File: src/rtl/sram_port_arbiter.sv
// sram_port_arbiter
//   Shares the single external SRAM port between the coefficient fetch unit
//   (reads) and the sample store unit (writes). Ownership is granted in
//   bounded bursts, round-robin. Every change of owner costs one idle
//   turnaround cycle. Read data is returned with a valid strobe that is
//   aligned to the fixed SRAM read latency.
//
//   Requester handshake (both ports): the requester raises *_req and holds
//   its address (and write data) stable while *_req is high. The access is
//   accepted at the rising edge where *_gnt is high. *_gnt is combinational
//   from the current state and *_req. Read data comes back without
//   backpressure: fetch_rvalid pulses once per accepted read, in order.
//
// Ports
//   Clock, Reset        : system clock; synchronous active-high reset
//   fetch_req/addr/gnt  : read request, 18-bit address, accept strobe
//   fetch_rvalid/rdata  : read data return (rdata passes SRAM_read_data through)
//   store_req/addr/wdata/gnt : write request, address, data, accept strobe
//   SRAM_address, SRAM_write_data, SRAM_we_n : registered SRAM port
//   SRAM_read_data      : data from the SRAM
//   stat_fetch_cnt, stat_stall_cnt : statistics counters; these are
//                         populated only when SRAM_ARB_STATS_EN is defined
//                         and are tied to zero otherwise
//
// Parameters
//   READ_LATENCY : cycles from an SRAM_address update to valid SRAM_read_data (>= 1)
//   MAX_BURST    : maximum consecutive accesses per ownership

module sram_port_arbiter #(
  parameter int READ_LATENCY = 2,
  parameter int MAX_BURST    = 8
) (
  input  logic        Clock,
  input  logic        Reset,
  input  logic        fetch_req,
  input  logic [17:0] fetch_addr,
  output logic        fetch_gnt,
  output logic        fetch_rvalid,
  output logic [15:0] fetch_rdata,
  input  logic        store_req,
  input  logic [17:0] store_addr,
  input  logic [15:0] store_wdata,
  output logic        store_gnt,
  output logic [17:0] SRAM_address,
  output logic [15:0] SRAM_write_data,
  output logic        SRAM_we_n,
  input  logic [15:0] SRAM_read_data,
  output logic [31:0] stat_fetch_cnt,
  output logic [31:0] stat_stall_cnt
);

  localparam int               CNT_W     = $clog2(MAX_BURST + 1);
  localparam logic [CNT_W-1:0] LAST_BEAT = CNT_W'(MAX_BURST - 1);

  typedef enum logic [1:0] {
    IDLE      = 2'd0,
    OWN_FETCH = 2'd1,
    OWN_STORE = 2'd2,
    SWITCH    = 2'd3
  } state_t;

  state_t           state_q, state_d;
  logic             next_owner_q, next_owner_d;  // 1 = store, 0 = fetch
  logic [CNT_W-1:0] burst_cnt_q, burst_cnt_d;

  logic [17:0] sram_address_q;
  logic [15:0] sram_write_data_q;
  logic        sram_we_n_q;

  // Bit 0 is set for the cycle in which SRAM_address carries the read
  // address. Bit i means that address was presented i cycles earlier, so bit
  // READ_LATENCY lines up with the cycle where SRAM_read_data is valid.
  logic [READ_LATENCY:0] rd_pipe_q;

  logic own_req, other_req, end_burst;

  assign fetch_gnt = (state_q == OWN_FETCH) & fetch_req;
  assign store_gnt = (state_q == OWN_STORE) & store_req;

  // ---------------------------------------------------------------- FSM
  always_ff @(posedge Clock) begin
    if (Reset) begin
      state_q      <= IDLE;
      next_owner_q <= 1'b0;
      burst_cnt_q  <= '0;
    end else begin
      state_q      <= state_d;
      next_owner_q <= next_owner_d;
      burst_cnt_q  <= burst_cnt_d;
    end
  end

  always_comb begin
    state_d      = state_q;
    next_owner_d = next_owner_q;
    burst_cnt_d  = burst_cnt_q;
    own_req      = 1'b0;
    other_req    = 1'b0;
    end_burst    = 1'b0;
    unique case (state_q)
      IDLE: begin
        burst_cnt_d = '0;
        // Store wins a tie so decoded samples drain first.
        if (store_req)      state_d = OWN_STORE;
        else if (fetch_req) state_d = OWN_FETCH;
      end
      OWN_FETCH, OWN_STORE: begin
        own_req   = (state_q == OWN_FETCH) ? fetch_req : store_req;
        other_req = (state_q == OWN_FETCH) ? store_req : fetch_req;
        // A dropped request on a grant cycle issues nothing and ends the burst.
        end_burst = ~own_req | (burst_cnt_q == LAST_BEAT);
        if (own_req) burst_cnt_d = burst_cnt_q + CNT_W'(1);
        if (end_burst) begin
          burst_cnt_d = '0;
          if (other_req) begin
            state_d      = SWITCH;
            next_owner_d = (state_q == OWN_FETCH);
          end else if (!own_req) begin
            state_d = IDLE;
          end
          // Otherwise the limit was hit with nobody waiting: keep ownership
          // and start a fresh burst without a bubble.
        end
      end
      SWITCH: begin
        // One idle cycle so the bus can turn around between read and write.
        state_d = next_owner_q ? OWN_STORE : OWN_FETCH;
      end
      default: state_d = IDLE;
    endcase
  end

  // ---------------------------------------------------------- SRAM port
  always_ff @(posedge Clock) begin
    if (Reset) begin
      sram_address_q    <= '0;
      sram_write_data_q <= '0;
      sram_we_n_q       <= 1'b1;
    end else begin
      sram_we_n_q <= 1'b1;
      if (fetch_gnt) begin
        sram_address_q <= fetch_addr;
      end else if (store_gnt) begin
        sram_address_q    <= store_addr;
        sram_write_data_q <= store_wdata;
        sram_we_n_q       <= 1'b0;
      end
    end
  end

  assign SRAM_address    = sram_address_q;
  assign SRAM_write_data = sram_write_data_q;
  assign SRAM_we_n       = sram_we_n_q;

  // -------------------------------------------------------- read return
  always_ff @(posedge Clock) begin
    if (Reset) rd_pipe_q <= '0;
    else       rd_pipe_q <= {rd_pipe_q[READ_LATENCY-1:0], fetch_gnt};
  end

  assign fetch_rvalid = rd_pipe_q[READ_LATENCY];
  assign fetch_rdata  = SRAM_read_data;

  // --------------------------------------------------------- statistics
`ifdef SRAM_ARB_STATS_EN
  logic [31:0] stat_fetch_cnt_q, stat_stall_cnt_q;
  logic        stall;

  assign stall = (fetch_req & ~fetch_gnt) | (store_req & ~store_gnt);

  always_ff @(posedge Clock) begin
    if (Reset) begin
      stat_fetch_cnt_q <= '0;
      stat_stall_cnt_q <= '0;
    end else begin
      if (fetch_gnt) stat_fetch_cnt_q <= stat_fetch_cnt_q + 32'd1;
      if (stall)     stat_stall_cnt_q <= stat_stall_cnt_q + 32'd1;
    end
  end

  assign stat_fetch_cnt = stat_fetch_cnt_q;
  assign stat_stall_cnt = stat_stall_cnt_q;
`else
  assign stat_fetch_cnt = '0;
  assign stat_stall_cnt = '0;
`endif

endmodule

File: config.mk
export PLATFORM = sky130hd
export DESIGN_NAME = sram_port_arbiter
export DESIGN_NICKNAME = d
export VERILOG_FILES = /design/src/rtl/sram_port_arbiter.sv
export SDC_FILE = /design/constraint.sdc
export NUM_CORES = 1
export LEC_CHECK = 0
export BUFFER_PORTS_ARGS = -buffer_cell sky130_fd_sc_hd__buf_2
export CAP_MARGIN = 20
export CORE_ASPECT_RATIO = 2
export CORE_MARGIN = 4
export CORE_UTILIZATION = 34
export DETAILED_ROUTE_END_ITERATION = 8
export PLACE_DENSITY = 0.66
export REMOVE_ABC_BUFFERS = 1
export SYNTH_ARGS = -nofsm -noshare
export SYNTH_HDL_FRONTEND = slang
export SYNTH_SLANG_ARGS = --single-unit
File: constraint.sdc
create_clock -name Clock -period 2.3 [get_ports Clock]
set_input_delay 0.69 -clock Clock [delete_from_list [all_inputs] [get_ports Clock]]
set_output_delay 0.69 -clock Clock [all_outputs]
set_load 0.005 [all_outputs]
Word-level counts from Yosys, hierarchy flattened

Index checks and enable logic that the tools add are counted.

Bits of input ports: 72
Output and inout port bits: 118
Bits in registers: 45

$add $sub $neg: 1
Eq/ne operators: 8
Reductions and logical operators: 9
Multiplexer cells: 15
Bitwise operators: 5

Operators with widths:

| operator            | number |
|---|---|
| $mux 18             | 2 |
| $mux 2              | 6 |
| $ne 3x3->1 const B  | 3 |
| $mux 4              | 2 |
| $pmux 4 s2          | 1 |
| $pmux 2 s3          | 1 |
| $reduce_and 3->1    | 2 |
| $add 4x1->4 const B | 1 |
| $eq 2x2->1 const B  | 2 |
| $eq 4x3->1 const B  | 1 |
| $reduce_and 2->1    | 2 |
| $reduce_bool 2->1   | 2 |
| $reduce_or 2->1     | 2 |
| $mux 1              | 3 |
| $and 1x1->1         | 2 |
| $eq 2x1->1 const B  | 1 |
| $logic_not 2->1     | 1 |
| $ne 2x2->1 const B  | 1 |
| $not 1->1           | 2 |
| $or 1x1->1          | 1 |

Depth between registers and ports, before layout

Word-level depth: 6
Gate-level depth with buffers: 8
Mapped depth without buffers: 7

Worst setup path after synthesis

No wires, ideal clock.

Path type: in2out
Start: in store_req
End: out store_gnt
Cell stages on the path: 4
Arrival time: 1.264 ns
Path slack: 0.346 ns
Cells stage by stage: buf_2 nand2_1 inv_2 buf_2

Cells in the longest elaborated chain, start to end: 1

RTL lines:

| item               | line | source |
|---|---|---|
| start: declaration | 40   | `input logic store_req,` |
| $and 1x1->1        | 78   | `assign store_gnt = (state_q == OWN_STORE) & store_req;` |
| end: declaration   | 43   | `output logic store_gnt,` |

Every way passes these cells.

Worst setup path in the final report

Start: reg state_q[1]
End: out fetch_gnt

Cells in the longest elaborated chain, start to end: 2

RTL lines:

| item                     | line | source |
|---|---|---|
| start: declaration       | 62   | `state_t state_q, state_d;` |
| start signal: assignment | 87   | `state_q <= state_d;` |
| $eq 2x1->1               | 77   | `assign fetch_gnt = (state_q == OWN_FETCH) & fetch_req;` |
| $and 1x1->1              | 77   |  |
| end: declaration         | 37   | `output logic fetch_gnt,` |

Every way passes these cells.

==> metrics.cfg <==
[run_status]
run_status=finished, final reports clean

[layout]
fillCellCount=821
footprint_of_the_multi_input_gates_um2=1256
final_util=0.3881
antenna_cells_inserted=0
finish.net_count=481
area.growth.synth_to_final_pct=11.86
area.sequential_um2=900.9
layout-drive-gt1-share=0.2878
final_cell_count_no_fill=497

[placed_design]
post-place-ws_ns=0.3131
place_inst=489
number_of_input_and_output_port_buffers_inserted=93
place.gp.congestion=0.7763
detailedPlacementHpwl_um=4918

[grt]
maximum_number_of_pins_on_one_net_before_global_route_repair=46
global_route_wire_length_before_repair_um=9673
total_routing_resource_utilization_after_global_routing=0.1304
grt_overflow_total=0
first_global_vias=2082
number_of_antenna_violations_at_the_first_check_in_global_routing=0

[timing]
skew_ns=0.004416
holdWs_ns=0.4374
max_freq_mhz=479.4
fin_ws_ns=0.2141
setup_viol_count_final=0
setup-tns-final_ns=0
worst_margin_slew_ns=0.8096
timing.final.hold_violations=0
report.final.slew_viol_count=0
rsz0062_at_grt=no
finalWorstPathRequiredPeriod_ns=2.086
timing.max_slew.rel_slack=0.4603
fin_crit_share=0.9069

[worst_setup_path]
cp-startpoint=state_q[1]
worst-endpoint-arrival_ns=1.40
r2r_cell_count=6
critical_path_required_ns=1.61
critical_path.reg2reg.endpoint=state_q[0]
worst-path-max-fanout=6
reg2reg_launch_point=state_q[0]
worstSetupStartpointType=register
critPathCaptureType=primary output
critical_path_class=reg2out
r2r_setup_slack_ns=0.32

[detailed_routing]
post_drt_via_cell_ratio=4.527
route.antenna.remaining_nets=0
drt_first_iter_violations=77
dr_total_vias=2250
drt_pass1_iterations=4
totalWireLength_um=6199
avgRoutedWirePerCell_um=12.47
drt_drc=0

[logic_synthesis]
share_of_the_yosys_chip_area_belonging_to_registers=0.3416
post_synth.cell_area_avg_um2=7.993
synth.cells.most_frequent=sky130_fd_sc_hd__buf_4, sky130_fd_sc_hd__nand2_1, sky130_fd_sc_hd__dfxtp_1
synth.lib_cells_used.distinct=43
synthMostInstantiatedCell=sky130_fd_sc_hd__buf_4
yosysWarnings=0
synth.top_cells.by_area=sky130_fd_sc_hd__dfxtp_1, sky130_fd_sc_hd__buf_4, sky130_fd_sc_hd__nand2_1
post_synth_inst_count=330
synth_ff_type=sky130_fd_sc_hd__dfxtp_1
synth_enable_flop_cells=0
ys_seq_elements=45
netlist.top_cell.by_area=sky130_fd_sc_hd__dfxtp_1
synthDominantCellAreaShare=0.3416
netlist_area_um2=2638
synth_async_sr_flop_share=0

[worst_hold_path]
number_of_stages_on_the_worst_hold_path=1
hold_class=reg2reg
min_from=rd_pipe_q[1]
worst_hold_path.endpoint=rd_pipe_q[2]

[floorplan]
row_count=45
boundaryPins=190
fp.coreArea_um2=7601
fp.dieH_um=132.6
fp.dieArea_um2=9316
floorplan.initialDensity=0.3470
die_w_um=70.28

[clock_network]
clk_transition_reported_paths_ns=0.06
clock_sink_count=45
post_cts.resized_instances=0
cts-buffers-inserted=5
cts.path.max_buffers=2
buffers_inserted_during_post_cts_setup_optimization=0
htree_levels=2
clock_tree_from_tritoncts=done
clock_latency_on_the_worst_skew_pair_ns=0.28
holdBufCountCts=0
cts_root_buffer=sky130_fd_sc_hd__clkbuf_16

[job]
cap_viol_max_count=0

[pwr]
total_leakage_power_nw=1.406
power.density_nw_per_um2=873.6
vdd_drop_max_mv=0.3474

per-layer routing:
metal	up-vias	wire, µm	global-route usage
met1	1018	1951	0.1165
met3	11	886	0.07376
li1	1091	-	-
met2	130	3202	0.2307
met5	-	0	0
met4	0	159	0.06183
per-stage QoR:
stage	cell area, µm²	power [mW]
finish	2950	2.577
global route	2950	2.768
CTS	2950	2.628
detailed placement	2808	1.912
global placement	2808	1.892
floorplan	2180	1.555
cell type report:
| type | count | share of cell area |
|---|---|---|
| timing repair buffer | 99 | 0.1730 |
| inverter | 6 | 0.007634 |
| tap | 94 | 0.03986 |
| multi-input combinational | 245 | 0.4258 |
| clock buffer | 5 | 0.04241 |
| sequential | 45 | 0.3053 |
| clock inverter | 3 | 0.005937 |
registers in the layout (all words and copies together), names as in the netlist:
signal           flops
SRAM_address        18
SRAM_we_n            1
SRAM_write_data     16
burst_cnt_q          4
next_owner_q         1
rd_pipe_q            3
state_q              2
worst max path at each step:
stage / end / slack [ns] / cells after the start
2_1_floorplan: SRAM_write_data[0] / 0.13 / 6
3_3_place_gp: state_q[0] / 0.39 / 6
3_5_place_dp: state_q[0] / 0.31 / 6
4_1_cts: fetch_gnt / 0.17 / 5
5_1_grt: fetch_gnt / 0.08 / 5
6_report: fetch_gnt / 0.21 / 5
logic make-up (layout without fill, tap and decap cells):
| family | Yosys count | count (layout) | share of synthesized area |
|---|---|---|---|
| DFF | 45 | 45 | 0.3416 |
| buffers and inverters | 103 | 113 | 0.2718 |
| muxes | 2 | 2 | 0.009486 |
| and+or+nand+nor | 120 | 120 | 0.2054 |
| AOI/OAI and AO/OA | 52 | 52 | 0.1371 |
| other | 1 | 64 | 0.001422 |
| adders and majority gates | 7 | 7 | 0.03321 |
report_power, final:
group | switching (mW) | total [mW] | internal [mW] | leakage (nW)
combinational | 0.483 | 0.865 | 0.382 | 0.970
clock | 0.295 | 0.693 | 0.398 | 0.0696
sequential | 0.0850 | 1.02 | 0.935 | 0.366
worst max-delay path: stages (launching register included):
cell                      delay [ns]
sky130_fd_sc_hd__dfxtp_1        0.34
sky130_fd_sc_hd__inv_1          0.12
sky130_fd_sc_hd__ha_1           0.29
sky130_fd_sc_hd__nand2_1        0.15
sky130_fd_sc_hd__inv_2          0.09
sky130_fd_sc_hd__buf_2          0.12
layout by cell type, fill, tap and decap left out, types with 5 or more instances in the layout:
| cell | n |
|---|---|
| sky130_fd_sc_hd__buf_4 | 6 |
| sky130_fd_sc_hd__nor2b_1 | 6 |
| sky130_fd_sc_hd__buf_2 | 93 |
| sky130_fd_sc_hd__a21oi_1 | 22 |
| sky130_fd_sc_hd__a311oi_1 | 18 |
| sky130_fd_sc_hd__ha_1 | 7 |
| sky130_fd_sc_hd__clkbuf_16 | 5 |
| sky130_fd_sc_hd__dfxtp_1 | 45 |
| sky130_fd_sc_hd__nand2_1 | 74 |
| sky130_fd_sc_hd__conb_1 | 64 |
| sky130_fd_sc_hd__nor2_1 | 21 |
Power figures use the tool's default switching activity.
